File: config.mk
export PLATFORM = sky130hd
export DESIGN_NAME = jtag_master_shift
export DESIGN_NICKNAME = d
export VERILOG_FILES = /design/src/rtl/jtag_master_shift.sv
export SDC_FILE = /design/constraint.sdc
export NUM_CORES = 1
export LEC_CHECK = 0
export CAP_MARGIN = 40
export CELL_PAD_IN_SITES_DETAIL_PLACEMENT = 1
export CELL_PAD_IN_SITES_GLOBAL_PLACEMENT = 1
export CORE_AREA = 2 2 156 158
export CTS_BUF_LIST = sky130_fd_sc_hd__clkbuf_8
export CTS_CLUSTER_DIAMETER = 30
export CTS_CLUSTER_SIZE = 30
export DETAILED_ROUTE_END_ITERATION = 12
export DIE_AREA = 0 0 158 160
export DONT_BUFFER_PORTS = 1
export GPL_ROUTABILITY_DRIVEN = 0
export PLACE_DENSITY = 0.64
export REMOVE_ABC_BUFFERS = 1
export SLEW_MARGIN = 10
export SYNTH_ARGS = -nofsm -noshare
export SYNTH_HDL_FRONTEND = slang
export SYNTH_SLANG_ARGS = --single-unit
File: constraint.sdc
create_clock -name sys_clk -period 7.6 [get_ports sys_clk]
set_clock_uncertainty 0.1 [all_clocks]
set_input_delay 1.52 -clock sys_clk [delete_from_list [all_inputs] [get_ports sys_clk]]
set_output_delay 1.52 -clock sys_clk [all_outputs]
set_load 0.01 [all_outputs]
File: src/rtl/jtag_master_shift.sv
// rtl/jtag_master_shift.sv - JTAG initiator: sequences TCK/TMS/TDI per command and captures TDO
module jtag_master_shift #(
    parameter int CLK_DIV = 4,
    parameter int MAX_LEN = 32
) (
    input  logic               sys_clk,
    input  logic               sys_rst_n,
    input  logic               cmd_valid,
    output logic               cmd_ready,
    input  logic [1:0]         cmd_op,
    input  logic [5:0]         cmd_len,
    input  logic [MAX_LEN-1:0] cmd_data,
    output logic               rsp_valid,
    output logic [MAX_LEN-1:0] rsp_data,
    output logic               busy,
    output logic [4:0]         tap_state,
    output logic               jtag_clk,
    output logic               jtag_tms,
    output logic               jtag_tdi,
    input  logic               jtag_tdo
);
    localparam int DW = (CLK_DIV > 1) ? $clog2(CLK_DIV) : 1;
    localparam logic [DW-1:0] DIV_LAST = DW'(CLK_DIV - 1);
    localparam logic [6:0] LEN_MAX = 7'(MAX_LEN);

    localparam logic [1:0] OP_RESET = 2'd0, OP_IR = 2'd1, OP_DR = 2'd2;

    localparam logic [4:0] S_TLR = 5'd0, S_RTI = 5'd1, S_SDR = 5'd2, S_CDR = 5'd3,
                           S_SHDR = 5'd4, S_E1DR = 5'd5, S_PDR = 5'd6, S_E2DR = 5'd7,
                           S_UDR = 5'd8, S_SIR = 5'd9, S_CIR = 5'd10, S_SHIR = 5'd11,
                           S_E1IR = 5'd12, S_PIR = 5'd13, S_E2IR = 5'd14, S_UIR = 5'd15;

    typedef enum logic [2:0] {ST_IDLE, ST_LOAD, ST_TCK_LOW, ST_TCK_HIGH, ST_DONE} state_t;

    state_t             state_q, state_d;
    logic [1:0]         op_q;
    logic [6:0]         len_q, total_q, total_d, bit_q, len_in;
    logic               pre_q, pre_d;
    logic [MAX_LEN-1:0] data_q, rsp_q;
    logic [DW-1:0]      div_q;
    logic               accept, phase_end, last_bit, is_shift_op;
    logic [6:0]         sched_k, sched_j, sched_base, sched_off, cap_base, cap_off;
    logic               sched_pre, sched_tms, sched_tdi, cap_en;

    function automatic logic [4:0] tap_next(input logic [4:0] s, input logic tms);
        case (s)
            S_TLR:   tap_next = tms ? S_TLR  : S_RTI;
            S_RTI:   tap_next = tms ? S_SDR  : S_RTI;
            S_SDR:   tap_next = tms ? S_SIR  : S_CDR;
            S_CDR:   tap_next = tms ? S_E1DR : S_SHDR;
            S_SHDR:  tap_next = tms ? S_E1DR : S_SHDR;
            S_E1DR:  tap_next = tms ? S_UDR  : S_PDR;
            S_PDR:   tap_next = tms ? S_E2DR : S_PDR;
            S_E2DR:  tap_next = tms ? S_UDR  : S_SHDR;
            S_UDR:   tap_next = tms ? S_SDR  : S_RTI;
            S_SIR:   tap_next = tms ? S_TLR  : S_CIR;
            S_CIR:   tap_next = tms ? S_E1IR : S_SHIR;
            S_SHIR:  tap_next = tms ? S_E1IR : S_SHIR;
            S_E1IR:  tap_next = tms ? S_UIR  : S_PIR;
            S_PIR:   tap_next = tms ? S_E2IR : S_PIR;
            S_E2IR:  tap_next = tms ? S_UIR  : S_SHIR;
            S_UIR:   tap_next = tms ? S_SDR  : S_RTI;
            default: tap_next = S_TLR;
        endcase
    endfunction

    assign phase_end   = (div_q == DIV_LAST);
    assign last_bit    = (bit_q == total_q - 7'd1);
    assign is_shift_op = (op_q == OP_IR) || (op_q == OP_DR);
    assign pre_d       = (tap_state == S_TLR) && (op_q != OP_RESET);
    assign rsp_data    = rsp_q;

    always_comb begin
        len_in = {1'b0, cmd_len};
        if (len_in > LEN_MAX) len_in = LEN_MAX;
        if (len_in == 7'd0 && (cmd_op == OP_IR || cmd_op == OP_DR)) len_in = 7'd1;
    end

    always_comb begin
        case (op_q)
            OP_RESET: total_d = 7'd6;
            OP_IR:    total_d = {6'd0, pre_d} + len_q + 7'd6;
            OP_DR:    total_d = {6'd0, pre_d} + len_q + 7'd5;
            default:  total_d = (len_q == 7'd0) ? 7'd0 : {6'd0, pre_d} + len_q;
        endcase
    end

    // TMS/TDI for the TCK about to start: bit 0 while in LOAD, otherwise the one after bit_q
    always_comb begin
        sched_pre  = (state_q == ST_LOAD) ? pre_d : pre_q;
        sched_k    = (state_q == ST_LOAD) ? 7'd0 : bit_q + 7'd1;
        sched_j    = sched_k - {6'd0, sched_pre};
        sched_base = {6'd0, sched_pre} + ((op_q == OP_IR) ? 7'd4 : 7'd3);
        sched_off  = sched_k - sched_base;
        sched_tms  = 1'b0;
        sched_tdi  = 1'b0;
        case (op_q)
            OP_RESET: sched_tms = (sched_k < 7'd5);
            OP_IR, OP_DR: begin
                if (sched_k < {6'd0, sched_pre})
                    sched_tms = 1'b0;
                else if (sched_k < sched_base)
                    sched_tms = (sched_j == 7'd0) || (op_q == OP_IR && sched_j == 7'd1);
                else if (sched_k + 7'd1 < sched_base + len_q)
                    sched_tms = 1'b0;
                else
                    sched_tms = (sched_k <= sched_base + len_q);
                if (sched_k >= sched_base && sched_k < sched_base + len_q)
                    sched_tdi = |(data_q & (MAX_LEN'(1) << sched_off));
            end
            default: sched_tms = 1'b0;
        endcase
    end

    assign cap_base = {6'd0, pre_q} + ((op_q == OP_IR) ? 7'd4 : 7'd3);
    assign cap_off  = bit_q - cap_base;
    assign cap_en   = is_shift_op && (bit_q >= cap_base) && (bit_q < cap_base + len_q);

    always_ff @(posedge sys_clk or negedge sys_rst_n) begin
        if (!sys_rst_n) state_q <= ST_IDLE;
        else            state_q <= state_d;
    end

    always_comb begin
        state_d   = state_q;
        cmd_ready = 1'b0;
        busy      = 1'b0;
        rsp_valid = 1'b0;
        accept    = 1'b0;
        case (state_q)
            ST_IDLE: begin
                cmd_ready = 1'b1;
                if (cmd_valid) begin
                    accept  = 1'b1;
                    state_d = ST_LOAD;
                end
            end
            ST_LOAD: begin
                busy    = 1'b1;
                state_d = (total_d == 7'd0) ? ST_DONE : ST_TCK_LOW;
            end
            ST_TCK_LOW: begin
                busy = 1'b1;
                if (phase_end) state_d = ST_TCK_HIGH;
            end
            ST_TCK_HIGH: begin
                busy = 1'b1;
                if (phase_end) state_d = last_bit ? ST_DONE : ST_TCK_LOW;
            end
            ST_DONE: begin
                cmd_ready = 1'b1;
                rsp_valid = 1'b1;
                accept    = cmd_valid;
                state_d   = cmd_valid ? ST_LOAD : ST_IDLE;
            end
            default: state_d = ST_IDLE;
        endcase
    end

    always_ff @(posedge sys_clk or negedge sys_rst_n) begin
        if (!sys_rst_n) begin
            op_q      <= 2'd0;
            len_q     <= 7'd0;
            data_q    <= '0;
            pre_q     <= 1'b0;
            total_q   <= 7'd0;
            bit_q     <= 7'd0;
            div_q     <= '0;
            rsp_q     <= '0;
            tap_state <= S_TLR;
            jtag_clk  <= 1'b0;
            jtag_tms  <= 1'b1;
            jtag_tdi  <= 1'b0;
        end else begin
            if (accept) begin
                op_q   <= cmd_op;
                len_q  <= len_in;
                data_q <= cmd_data;
            end
            case (state_q)
                ST_LOAD: begin
                    pre_q   <= pre_d;
                    total_q <= total_d;
                    bit_q   <= 7'd0;
                    div_q   <= '0;
                    rsp_q   <= '0;
                    if (total_d != 7'd0) begin
                        jtag_tms <= sched_tms;
                        jtag_tdi <= sched_tdi;
                    end
                end
                ST_TCK_LOW: begin
                    div_q <= phase_end ? '0 : div_q + DW'(1);
                    if (phase_end) begin
                        jtag_clk  <= 1'b1;
                        tap_state <= tap_next(tap_state, jtag_tms);
                    end
                end
                ST_TCK_HIGH: begin
                    div_q <= phase_end ? '0 : div_q + DW'(1);
                    if (phase_end) begin
                        jtag_clk <= 1'b0;
                        bit_q    <= bit_q + 7'd1;
                        if (cap_en && jtag_tdo) rsp_q <= rsp_q | (MAX_LEN'(1) << cap_off);
                        // the final TMS level is left on the pin after the last TCK
                        if (!last_bit) begin
                            jtag_tms <= sched_tms;
                            jtag_tdi <= sched_tdi;
                        end
                    end
                end
                default: ;
            endcase
        end
    end
endmodule
After elaboration in Yosys (flattened, before gate mapping)
Cells that the tools add are included.
{"block": "word_totals", "mem_bits_rw": 0, "out_inout_bits": 43, "rom_bits": 0, "ff_bits": 101, "n_memories": 0, "latch_bits": 0}
{"block": "op_classes", "n_bitwise": 2, "n_shift": 2, "n_div": 0, "n_mux": 56, "eq_ne": 32, "addsub": 14, "multipliers": 0, "n_lt_le_gt_ge": 10, "reduce_logical": 36}
{"operator": "two-way mux 32 bit", "n": 2}
{"operator": "case mux 32 bit (2 select lines)", "n": 1}
{"operator": "<< shifter 1 x 7 -> 32 bit, first input constant", "n": 2}
{"operator": "case mux 4 bit (12 select lines)", "n": 1}
{"operator": "equality test 5 x 4 -> 1 bit, second input constant", "n": 8}
{"operator": "AND 32 bit", "n": 1}
{"operator": "bitwise OR 32 bit", "n": 1}
{"operator": "OR reduction 32 bit", "n": 1}
{"operator": "logical NOT 7 bit", "n": 4}
{"operator": "< comparator 7 bit", "n": 4}
{"operator": "two-way mux 3 bit", "n": 8}
{"operator": "two-way mux 1 bit", "n": 22}
{"operator": "two-way mux 7 bit", "n": 3}
{"operator": "case mux 7 bit (3 select lines)", "n": 1}
{"operator": "equality test 5 x 3 -> 1 bit, second input constant", "n": 4}
{"operator": "two-way mux 4 bit", "n": 4}
{"operator": "case mux 3 bit (5 select lines)", "n": 1}
{"operator": "adder 1 x 7 -> 7 bit", "n": 2}
{"operator": "adder 7 x 1 -> 7 bit, second input constant", "n": 2}
{"operator": "adder 7 x 3 -> 7 bit, second input constant", "n": 2}
{"operator": "case mux 7 bit (2 select lines)", "n": 1}
{"operator": "two-way mux 6 bit", "n": 2}
{"operator": "equality test 5 x 2 -> 1 bit, second input constant", "n": 2}
{"operator": "inequality test 2 bit, second input constant", "n": 5}
{"operator": "other kinds (38)", "n": 68}

Logic depth before layout (Yosys ltp)
Gate-level depths: netlist (run 1).
{"block": "logic_depth", "ltp_word": 13, "depth_mapped": 21, "depth_no_buf": 21}

Worst setup path before layout (run 1)
No wires, ideal clock.
{"block": "synth_path", "path_type": "register to register", "startpoint": "register op_q[0]", "endpoint": "register jtag_tms", "slack_ps": 3375, "stages_incl_launch_ff": 22, "arrival_time_ps": 4064, "period_less_slack_ps": 4225, "cell_sequence": "dfrtp_1 -> inv_1 -> ha_1 -> nor3_1 -> nand2_1 -> o21a_1 -> ha_1 -> inv_1 -> ha_1 -> inv_1 -> fa_1 -> nor2b_1 -> o21ai_0 -> xor2_1 -> ha_1 -> and3_1 -> a221o_1 -> a31oi_1 -> a21oi_1 -> o31a_1 -> o22ai_1 -> mux2_1"}
{"block": "synth_between", "elab_chain_len": 13, "elab_cells_between_ends": 35, "cone_classes": "add/sub (6); order compare (4); eq/ne (4); mux (12); reduce/logical (9)"}
{"item": "start: declaration", "line_no": "36", "source": "logic [1:0] op_q;"}
{"item": "start signal: assignment", "line_no": "176", "source": "op_q <= cmd_op;"}
{"item": "nonzero test 2 bit", "line_no": "70", "source": "assign pre_d = (tap_state == S_TLR) && (op_q != OP_RESET);"}
{"item": "logical AND 1 bit", "line_no": "70"}
{"item": "two-way mux 1 bit"}
{"item": "adder 1 x 7 -> 7 bit or subtractor 7 x 1 -> 7 bit (tied branches)", "line_no": "93, 92"}
{"item": "adder 7 bit or equality test 7 x 1 -> 1 bit (tied branches)", "line_no": "104, 107, 103"}
{"item": "<= comparator 7 bit, or another cell as far along", "line_no": "107", "source": "sched_tms = (sched_k <= sched_base + len_q);"}
{"item": "two-way mux 1 bit or logical OR 1 bit (tied branches)", "line_no": "104, 103"}
{"item": "two-way mux 1 bit", "line_no": "102", "source": "else if (sched_k < sched_base)"}
{"item": "two-way mux 1 bit", "line_no": "100", "source": "if (sched_k < {6'd0, sched_pre})"}
{"item": "case mux 1 bit (2 select lines)", "line_no": "97", "source": "case (op_q)"}
{"item": "two-way mux 1 bit", "line_no": "206", "source": "if (!last_bit) begin"}
{"item": "two-way mux 1 bit", "line_no": "201", "source": "if (phase_end) begin"}
{"item": "case mux 1 bit (2 select lines)", "line_no": "180", "source": "case (state_q)"}
{"item": "end signal: assignment", "line_no": "188", "source": "jtag_tms <= sched_tms;"}
{"item": "end signal: assignment", "line_no": "207", "source": "jtag_tms <= sched_tms;"}
{"item": "end: declaration", "line_no": "18", "source": "output logic jtag_tms,"}
Several ways; a longest one is shown, not always the timed one. The select of a mux whose other input is x is not followed.
A chain may end at the register's enable or synchronous reset.

Worst setup path after layout (run 1)
{"block": "layout_path", "startpoint": "register op_q[0]", "endpoint": "register jtag_tdi"}
{"block": "layout_between", "elab_chain_len": 13, "elab_cells_between_ends": 31, "cone_classes": "add/sub (6); order compare (2); eq/ne (3); shift (1); mux (10); bitwise (1); reduce/logical (8)"}
{"item": "branches (longest 13 deep; another with adder 1 x 7 -> 7 bit)"}
{"item": "end signal: assignment", "line_no": "189", "source": "jtag_tdi <= sched_tdi;"}
{"item": "end signal: assignment", "line_no": "208", "source": "jtag_tdi <= sched_tdi;"}
{"item": "end: declaration", "line_no": "19", "source": "output logic jtag_tdi,"}
Parallel ways; which one is timed is not known. The select of a mux whose other input is x is not followed.

==> results of run 1 <==
## power breakdown
group	internal, mW	total (mW)	switching [mW]
Clock	0.129	0.356	0.227
Sequential	0.528	0.528	0
Combinational	0.0123	0.0202	0.00798
Total	0.669	0.904	0.235
## state kept, by name, indices dropped and copies added (netlist names)
register	cells
bit_q	7
data_q	32
div_q	2
jtag_clk	1
jtag_tdi	1
jtag_tms	1
len_q	6
op_q	2
pre_q	1
rsp_data	32
state_q	3
tap_state	4
total_q	7
## placed cells by master, fill, tap and decap left out, types with 9 or more instances in the layout
cell type and n:
a21o_1 13, clkbuf_8 9, ha_1 50, mux2_2 38, nand2b_1 14, nand2_1 96
nand3_1 20, a21oi_1 30, nor2b_1 12, xnor2_1 23, nor3_1 10, o21ai_0 40
inv_1 39, o31ai_1 36, nor2_1 26, dfrtp_1 98, xor2_1 23, mux2i_1 10
## synthesized netlist by cell type, drive strengths merged, types with 4 or more instances
master / count / area share
dfrtp: 98 / 0.35
nand2: 97 / 0.052
ha: 50 / 0.090
o21ai: 41 / 0.030
clkbuf: 40 / 0.022
mux2: 39 / 0.063
inv: 38 / 0.021
o31ai: 36 / 0.039
a21oi: 31 / 0.023
nor2: 26 / 0.014
xnor2: 23 / 0.029
xor2: 23 / 0.029
nand3: 20 / 0.014
nand2b: 14 / 0.013
a21o: 13 / 0.014
nor2b: 12 / 0.011
mux2i: 10 / 0.014
nor3: 10 / 0.0072
a31oi: 8 / 0.0072
and3: 7 / 0.0063
a211oi: 6 / 0.0072
and2: 6 / 0.0058
buf: 6 / 0.0056
nand4: 6 / 0.0063
or3: 6 / 0.0054
nand3b: 5 / 0.0054
o21a: 5 / 0.0054
a22oi: 4 / 0.0043
fa: 4 / 0.012
nor4: 4 / 0.0045
o2111ai: 4 / 0.0050
## metrics by stage
step           instance area (µm²)  utilization
5_1_grt                       7410        0.311
2_1_floorplan                 6750            -
4_1_cts                       7410        0.311
3_5_place_dp                  7220        0.303
6_report                      7410        0.311
3_3_place_gp                  7200        0.302
## routing by layer
layer / vias up / GRT usage
met4: 0 / 0.0426
li1: 2620 / -
met5: - / 0
met3: 14 / 0.0263
met2: 75 / 0.245
met1: 2592 / 0.213
## path summary, 6_finish.rpt
| path | from | to | cells past startpoint |
|---|---|---|---|
| min in group asynchronous | sys_rst_n | div_q[0]$_DFFE_PN0P_ | 0 |
| hold / removal | div_q[0]$_DFFE_PN0P_ | div_q[0]$_DFFE_PN0P_ | 1 |
| setup reg to reg | op_q[0]$_DFFE_PN0P_ | jtag_tdi$_DFFE_PN0P_ | 17 |
| setup / recovery | op_q[0]$_DFFE_PN0P_ | jtag_tdi$_DFFE_PN0P_ | 17 |
| hold reg to reg | div_q[0]$_DFFE_PN0P_ | div_q[0]$_DFFE_PN0P_ | 1 |
| max in group asynchronous | sys_rst_n | jtag_tms$_DFFE_PN1P_ | 0 |
## area by class of cell
class | count | area [µm²]
sequential | 99 | 2480
clock buffer | 9 | 124
timing repair buffer | 6 | 57.6
clock inverter | 7 | 68.8
inverter | 38 | 143
fill | 2812 | 16400
multi-input combinational | 567 | 4130
tap | 324 | 405
## worst max-delay path, cell delays in order (launching register included)
cell and delay (ns):
dfrtp_1 0.41, inv_1 0.08, ha_1 0.27, nor3_1 0.36, nand2_1 0.16, o21a_1 0.24
ha_1 0.28, inv_1 0.06, ha_1 0.21, fa_1 0.44, xnor2_1 0.56, buf_4 0.27
mux4_2 0.51, nor3_1 0.19, a211oi_1 0.08, a2bb2oi_1 0.17, o2111ai_1 0.19, mux2i_1 0.09
## cell families (layout without fill, tap and decap cells)
group           Yosys count  count (layout)
mux                      52              52
buf+inv                  84              60
other cells               1               1
flops                    99              99
xor+xnor                 46              46
compound gates          179             179
fa+ha+maj                54              54
simple gates            235             235
==> results.toml, run 1 <==
[power]
report.power.total_uw = 904
p_leak_nw = 3.18
p_per_area_nw_per_um2 = 122
vdd.ir_drop.worst_v = 0.0000643

[worst_setup_path]
setup_crit_end_kind = "flip-flop"
worst-setup-path-type = "reg2reg"
critPathLaunchType = "flip-flop"
crit_arrival_ns = 4.98
critical_path_peak_fanout = 8
timing.reg2reg.setup_slack_ns = 2.79
cp.required_ns = 7.77

[die]
initial_utilization = 0.291
core.rowCount = 57
core_area_um2 = 23800
total_i_o_pin_count = 87
die_y_um = 160
chipWidth_um = 158
die-area_um2 = 25300

[timing]
final_clock_period_utilization_by_the_worst_path = 0.632
slew_headroom = 0.511
report.final.setup_viol = 0
rsz0062_at_grt = "no"
slew_violations = 0
maxClockFrequency_ghz = 0.208
timing.final.crit_period_ns = 4.81
hold_ws_ns = 0.415
report.final.hold_viol_count = 0
worst_slew_pin_slew_ns = 0.732
fin_ws_ns = 2.79
finalSetupTns_ns = 0

[clock_network]
cts.path.max_buffers = 2
root_driver = "clkbuf_8"
number_of_buffers_inserted_during_clock_tree_synthesis = 9
clkTransAtPathRegs_ns = 0.11
clock_sink_count = 99
cts_tree = "yes"
clock_latency_ns = 0.40
cts_hold_repair.buffers = 0
max_h_tree_level = 3
postCtsResizedCells = 0
cts_post_setup_buffers_inserted = 0

[detailed_routing]
detail_route.drc_violations = 0
viasPerCell = 5.05
drt_iter0_markers = 286
detail_route.wirelength_um = 19000
number_of_routed_nets_with_antenna_violations = 0
post_drt_wl_per_cell_um = 18.1
vias_after_detailed_routing = 5301
drt_first_pass_iters = 4
met3_length_um = 835
met2RoutedLength_um = 8750
routedLengthMet1_um = 9130
top_layer = "met4"

[finish]
antenna_cells = 0
final_net_count = 819
synthToLayoutAreaGrowth_pct = 6.76
post_route_cells_drive_above_1_share = 0.106
final_cell_count_no_fill = 1050

[flow_run]
count_of_max_cap_constraint_violations = 0

[global_routing]
grt_max_degree = 100
grt_overflow_total = 0
grt_first_pass_wirelength_um = 30800
grt_pass1_vias = 5526
global_route.usage.total = 0.153
antenna_violations_before_repair = 0

[synth]
synth_compound_area_frac = 0.175
synth_adder_area_share = 0.102
async_flop_share = 1.00
synth-seq-cells = 99
mapped_cell_area_um2 = 6940
largest_family_of_logic_cells_by_synthesized_area = "compound AO/OA/AOI/OAI gates"
postSynthAreaPerCell_um2 = 9.25
synth_simple_gate_area_frac = 0.173
yosys_warnings = 0
synth_edf_count = 0
synth_seq_area_share = 0.357
yosys.area_share.xor_xnor = 0.0580
syn_inst = 750
yosys_most_used_dff = "dfrtp_1"
synth_cell_type_count = 78
post_synthesis_mux_area_share = 0.0874

[place]
numPortBuffers = 0
detailedPlace.worstSlack_ns = 2.82
place_hpwl_um = 14100
placed_cells_incl_taps = 1034

[status]
outcome = "finished, final reports clean"

[min_path]
worst_hold_path_type = "reg2reg"
(Power assumes the default switching activity.)
==> run 2, diff against run 1 <==
PLACE_DENSITY = 0.65   (was 0.64)
clock period = 4.05 ns   (was 7.6 ns; I/O delays follow)
==> results.toml, run 2 (synthesis gave the netlist of run 1 again) <==
[power]
p_leak_nw = 3.51
vdd.ir_drop.worst_v = 0.000153
netSwitchingPower_uw = 473
p_seq_frac = 0.551
share_comb_of_total_power = 0.033
pwr-share-clk = 0.416
power.share.switching = 0.263
internal_power_mw = 1.33
p_per_area_nw_per_um2 = 222

[timing]
finalSetupTns_ns = -0.0819
report.final.hold_viol_count = 0
fin_ws_ns = -0.0417
slew_violations = 0
report.final.setup_viol = 2
worst_slew_pin_slew_ns = 0.659
timing.final.crit_period_ns = 4.09
maxClockFrequency_ghz = 0.244
hold_ws_ns = 0.131
slew_headroom = 0.560
rsz0062_at_grt = "yes"
final_clock_period_utilization_by_the_worst_path = 1.01

[detailed_routing]
vias_after_detailed_routing = 5712
number_of_routed_nets_with_antenna_violations = 0
drt_first_pass_iters = 4
viasPerCell = 5.16
detail_route.wirelength_um = 20200
post_drt_wl_per_cell_um = 18.2
detail_route.drc_violations = 0
drt_iter0_markers = 357

[clock_network]
clock_latency_ns = 0.40
clock_sink_count = 99
root_driver = "clkbuf_8"
clkTransAtPathRegs_ns = 0.12
cts.path.max_buffers = 2
number_of_buffers_inserted_during_clock_tree_synthesis = 9
max_h_tree_level = 3
cts_tree = "yes"

[worst_setup_path]
ff2ff_path_depth = 19
setup_crit_end_kind = "flip-flop"
critical_path_peak_fanout = 6
worst-setup-path-type = "reg2reg"
timing.reg2reg.setup_slack_ns = -0.04
critPathLaunchType = "flip-flop"
cp.required_ns = 4.24
crit_arrival_ns = 4.29

[global_routing]
grt_max_degree = 99
antenna_violations_before_repair = 0
global_route.usage.total = 0.164
grt_overflow_total = 0
grt_pass1_vias = 5936
grt_first_pass_wirelength_um = 33000

[flow_run]
count_of_max_cap_constraint_violations = 0

[die]
core_area_um2 = 23800
initial_utilization = 0.291
core.rowCount = 57
chipWidth_um = 158
die_y_um = 160
die-area_um2 = 25300
total_i_o_pin_count = 87

[place]
place_hpwl_um = 14800
placement_stage_cell_area_um2 = 7540
numPortBuffers = 0

[status]
outcome = "finished, violations left"
violations = "negative setup slack"

[finish]
most_frequent_cells_in_the_layout = "dfrtp_1 (98), nand2_1 (96), buf_4 (56), ha_1 (47), mux2_2 (38)"
final_net_count = 876
layout.cells.most_common = "dfrtp_1"
antenna_cells = 0
final_core_utilization = 0.341
synthToLayoutAreaGrowth_pct = 17.0
post_route_cells_drive_above_1_share = 0.223
finalInstanceArea_um2 = 8120

[min_path]
worst_hold_path_type = "in2async"
## run 2: area by class of cell
cell class	count	area (µm²)
clock inverters	7	101
well taps	324	405
inverters	38	143
flip-flops and latches	99	2480
fillers	2781	15700
repair buffers	63	527
clock buffers	9	124
multi-input cells	567	4340
## run 2: worst paths after layout
path / start / to
setup / recovery: op_q[0]$_DFFE_PN0P_ / jtag_tdi$_DFFE_PN0P_
hold / removal: sys_rst_n / jtag_tms$_DFFE_PN1P_
setup reg to reg: op_q[0]$_DFFE_PN0P_ / jtag_tdi$_DFFE_PN0P_
hold reg to reg: div_q[0]$_DFFE_PN0P_ / div_q[0]$_DFFE_PN0P_
max in group asynchronous: sys_rst_n / data_q[29]$_DFFE_PN0P_
min in group sys_clk: div_q[0]$_DFFE_PN0P_ / div_q[0]$_DFFE_PN0P_
## run 2: worst max-delay path: stages, from the launching register on
cell and delay (ns):
dfrtp_1 0.38, inv_2 0.06, ha_4 0.16, nor3_4 0.18
nand2_1 0.10, o21a_1 0.21, ha_1 0.29, inv_2 0.05
buf_4 0.13, buf_6 0.11, ha_4 0.16, fa_2 0.62
buf_6 0.12, mux2i_1 0.19, o21ai_1 0.10, a221oi_1 0.31
mux2i_1 0.14, o2bb2a_2 0.29, o2111ai_2 0.18, mux2i_1 0.09
## run 2: power by group through the flow
stage | Clock, mW | Combinational (mW) | Sequential, mW
2_1_floorplan | 0 | 0.0318 | 1.01
3_3_place_gp | 0 | 0.0364 | 1.01
3_5_place_dp | 0 | 0.0389 | 1.01
4_1_cts | 0.775 | 0.0634 | 0.991
5_1_grt | 0.815 | 0.0681 | 0.991
6_report | 0.748 | 0.0602 | 0.991
## run 2: what timing repair did
action,CTS,global route
pin swaps,9,15
endpoints found under the hold margin,98,0
hold buffers,1,0
gates resized for setup,16,35
buffers inserted,4,12
gates cloned,0,1
endpoints found under the setup margin,2,34
## run 2: per-stage QoR
stage | setup WS [ns] | power (mW) | std cells
CTS | 0.0146 | 1.83 | 1096
global placement | -0.216 | 1.05 | 1073
detailed placement | -0.379 | 1.05 | 1075
finish | -0.0417 | 1.80 | 1107
floorplan | -0.653 | 1.04 | 704
global route | -0.225 | 1.87 | 1107
## run 2: per-layer routing
metal / global-route usage / routed length (µm) / vias up
li1: - / - / 2737
met1: 0.223 / 9510 / 2890
met2: 0.272 / 9860 / 70
met3: 0.0255 / 614 / 15
met4: 0.0418 / 217 / 0
met5: 0 / 0 / -
==> run 3, diff against run 2 <==
ABC_AREA = 1   (was default)
CORE_AREA = 2 2 182 140   (was 2 2 156 158)
DIE_AREA = 0 0 184 142   (was 0 0 158 160)
PLACE_DENSITY = 0.68   (was 0.65)
==> results.toml, run 3 <==
[clock_network]
max_h_tree_level = 3
clock_latency_ns = 0.40
clock_sink_count = 99
number_of_buffers_inserted_during_clock_tree_synthesis = 9
clkTransAtPathRegs_ns = 0.11
cts_tree = "yes"
root_driver = "clkbuf_8"
cts.path.max_buffers = 2

[global_routing]
grt_max_degree = 99
grt_first_pass_wirelength_um = 35200
global_route.usage.total = 0.170
antenna_violations_before_repair = 0
grt_pass1_vias = 6559
grt_overflow_total = 0

[worst_setup_path]
crit_path_top_delay_cell = "dfrtp_1"
critical_path_peak_fanout = 3
setup_crit_end_kind = "flip-flop"
worst-setup-path-type = "reg2reg"
crit_arrival_ns = 4.14
crit_path_max_incr_delay_ns = 0.43
critPathLaunchType = "flip-flop"
path_cells = "nor2_4 -> nand2_4 -> nor2_4 -> inv_1 -> o21ai_2 -> inv_1 -> ha_1 -> inv_1 -> ha_2 -> inv_1 -> fa_2 -> o21bai_4 -> nand2_1 -> xor2_1 -> ha_1 -> a21oi_1 -> o211ai_1 -> nor2_1 -> nand2_1 -> a21oi_1 -> nand2_1 -> nand2_1"
cp.required_ns = 4.29
ff2ff_path_depth = 22

[synth]
synth_edf_count = 0
yosys.area_share.xor_xnor = 0.0378
netlist.top_cell.by_area = "dfrtp_1"
postSynthAreaPerCell_um2 = 7.24
async_flop_share = 1.00
syn_inst = 995
yosys_warnings = 0
synthDominantCellAreaShare = 0.340
synth_compound_area_frac = 0.133
netlist_top_cells_count = "nand2_1 (288), o21ai_0 (100), dfrtp_1 (98)"
synth-seq-cells = 99
synth_seq_area_share = 0.344
post-synth-top-count-cell = "nand2_1"
post_synthesis_mux_area_share = 0
synth_cell_type_count = 56
synth_adder_area_share = 0.0979
mapped_cell_area_um2 = 7210
largest_family_of_logic_cells_by_synthesized_area = "simple AND/OR/NAND/NOR gates"
yosys_most_used_dff = "dfrtp_1"
synth_simple_gate_area_frac = 0.313
synthTopCellsByArea = "dfrtp_1 (34%), nand2_1 (15%), ha_1 (8.7%)"

[detailed_routing]
detail_route.drc_violations = 0
drt_first_pass_iters = 5
vias_after_detailed_routing = 6592
detail_route.wirelength_um = 22600
viasPerCell = 5.00
drt_iter0_markers = 280
post_drt_wl_per_cell_um = 17.1
number_of_routed_nets_with_antenna_violations = 0

[flow_run]
count_of_max_cap_constraint_violations = 0

[finish]
final_cell_count_no_fill = 1318
synthToLayoutAreaGrowth_pct = 11.2
fillers = 3013
post_route_cells_drive_above_1_share = 0.101
antenna_cells = 0
most_frequent_cells_in_the_layout = "nand2_1 (288), o21ai_0 (98), dfrtp_1 (98), inv_1 (95), nor2_1 (94)"
layout.cells.most_common = "nand2_1"
final_net_count = 1099

[timing]
slew_violations = 0
timing.final.crit_period_ns = 3.90
report.final.hold_viol_count = 0
fin_ws_ns = 0.153
worst_slew_pin_slew_ns = 0.631
maxClockFrequency_ghz = 0.257
report.final.setup_viol = 0
slew_headroom = 0.578
final_clock_period_utilization_by_the_worst_path = 0.962

[die]
core_area_um2 = 24400
die_y_um = 142
total_i_o_pin_count = 87
initial_utilization = 0.295
chipWidth_um = 184
core.rowCount = 50
die-area_um2 = 26100

[power]
vdd.ir_drop.worst_v = 0.000126
report.power.total_mw = 2.38
p_leak_nw = 3.96
p_per_area_nw_per_um2 = 297

[place]
detailedPlace.worstSlack_ns = -0.0481
place_hpwl_um = 16500
placed_cells_incl_taps = 1293
numPortBuffers = 0

[status]
outcome = "finished, final reports clean"

[min_path]
worst_hold_path_type = "in2async"
-- run 3: cell families (layout without fill, tap and decap cells) --
| group | after synthesis | in the layout |
|---|---|---|
| XOR/XNOR | 29 | 29 |
| flip-flops | 99 | 99 |
| AO/OA/AOI/OAI | 169 | 169 |
| buffers and inverters | 137 | 148 |
| adder cells (fa/ha/maj) | 54 | 54 |
| AND/OR/NAND/NOR | 506 | 506 |
| other | 1 | 1 |
-- run 3: cell type report --
type	instances	area (µm²)	share of cell area
clock buffer	10	138	0.0172
multi-input combinational	759	4270	0.533
tap	312	390	0.0487
inverter	105	395	0.0493
timing repair buffer	27	303	0.0378
sequential	99	2480	0.309
clock inverter	6	38.8	0.00484
-- run 3: final timing paths --
path / to / slack (ns) / start
max: jtag_tdi$_DFFE_PN0P_ / 0.15 / tap_state[3]$_DFFE_PN0P_
min: jtag_tms$_DFFE_PN1P_ / 0.14 / sys_rst_n
max reg2reg: jtag_tdi$_DFFE_PN0P_ / 0.15 / tap_state[3]$_DFFE_PN0P_
min reg2reg: data_q[23]$_DFFE_PN0P_ / 0.38 / data_q[23]$_DFFE_PN0P_
max in group asynchronous: data_q[20]$_DFFE_PN0P_ / 3.19 / sys_rst_n
min in group sys_clk: data_q[23]$_DFFE_PN0P_ / 0.38 / data_q[23]$_DFFE_PN0P_
-- run 3: layer usage --
layer  share of wire  vias to the layer above  wire length [µm]  global-route usage
met5               0                        -                 0                   0
met4          0.0079                        0               178              0.0307
met3           0.055                       17              1240              0.0425
met2            0.42                      117              9560               0.248
met1            0.51                     3175             11600               0.255
li1                -                     3283                 -                   -
-- run 3: stage by stage --
| stage | hold WS [ns] | cell area (µm²) | TNS, ns | utilization |
|---|---|---|---|---|
| 6_report | 0.140 | 8010 | 0 | 0.328 |
| 5_1_grt | 0.109 | 8010 | -0.173 | 0.328 |
| 4_1_cts | 0.114 | 7820 | 0 | 0.320 |
| 3_5_place_dp | 0.367 | 7610 | -0.0646 | 0.312 |
| 3_3_place_gp | 0.359 | 7610 | 0 | 0.312 |
| 2_1_floorplan | 0.342 | 7070 | 0 | - |
-- run 3: timing repair --
item / 4_1_cts / 5_1_grt
gates resized for setup: 1 / 19
hold buffers: 1 / 0
hold endpoints to repair: 98 / 0
buffers inserted: 0 / 2
gates cloned: 0 / 6
pin swaps: 1 / 9
setup endpoints to repair: 2 / 34
-- run 3: critical path: cells and delay by family (launching register included) --
| kind | cells | cell delay [ns] |
|---|---|---|
| flip-flops | 1 | 0.43 |
| buffers and inverters | 4 | 0.30 |
| XOR/XNOR | 1 | 0.24 |
| AO/OA/AOI/OAI | 5 | 0.75 |
| AND/OR/NAND/NOR | 8 | 0.83 |
| adder cells (fa/ha/maj) | 4 | 1.17 |
-- run 3: where the power goes --
part	switching, mW	internal [mW]
clock	0.382	0.239
combinational	0.450	0.230
sequential	0.0468	1.03
total	0.879	1.50
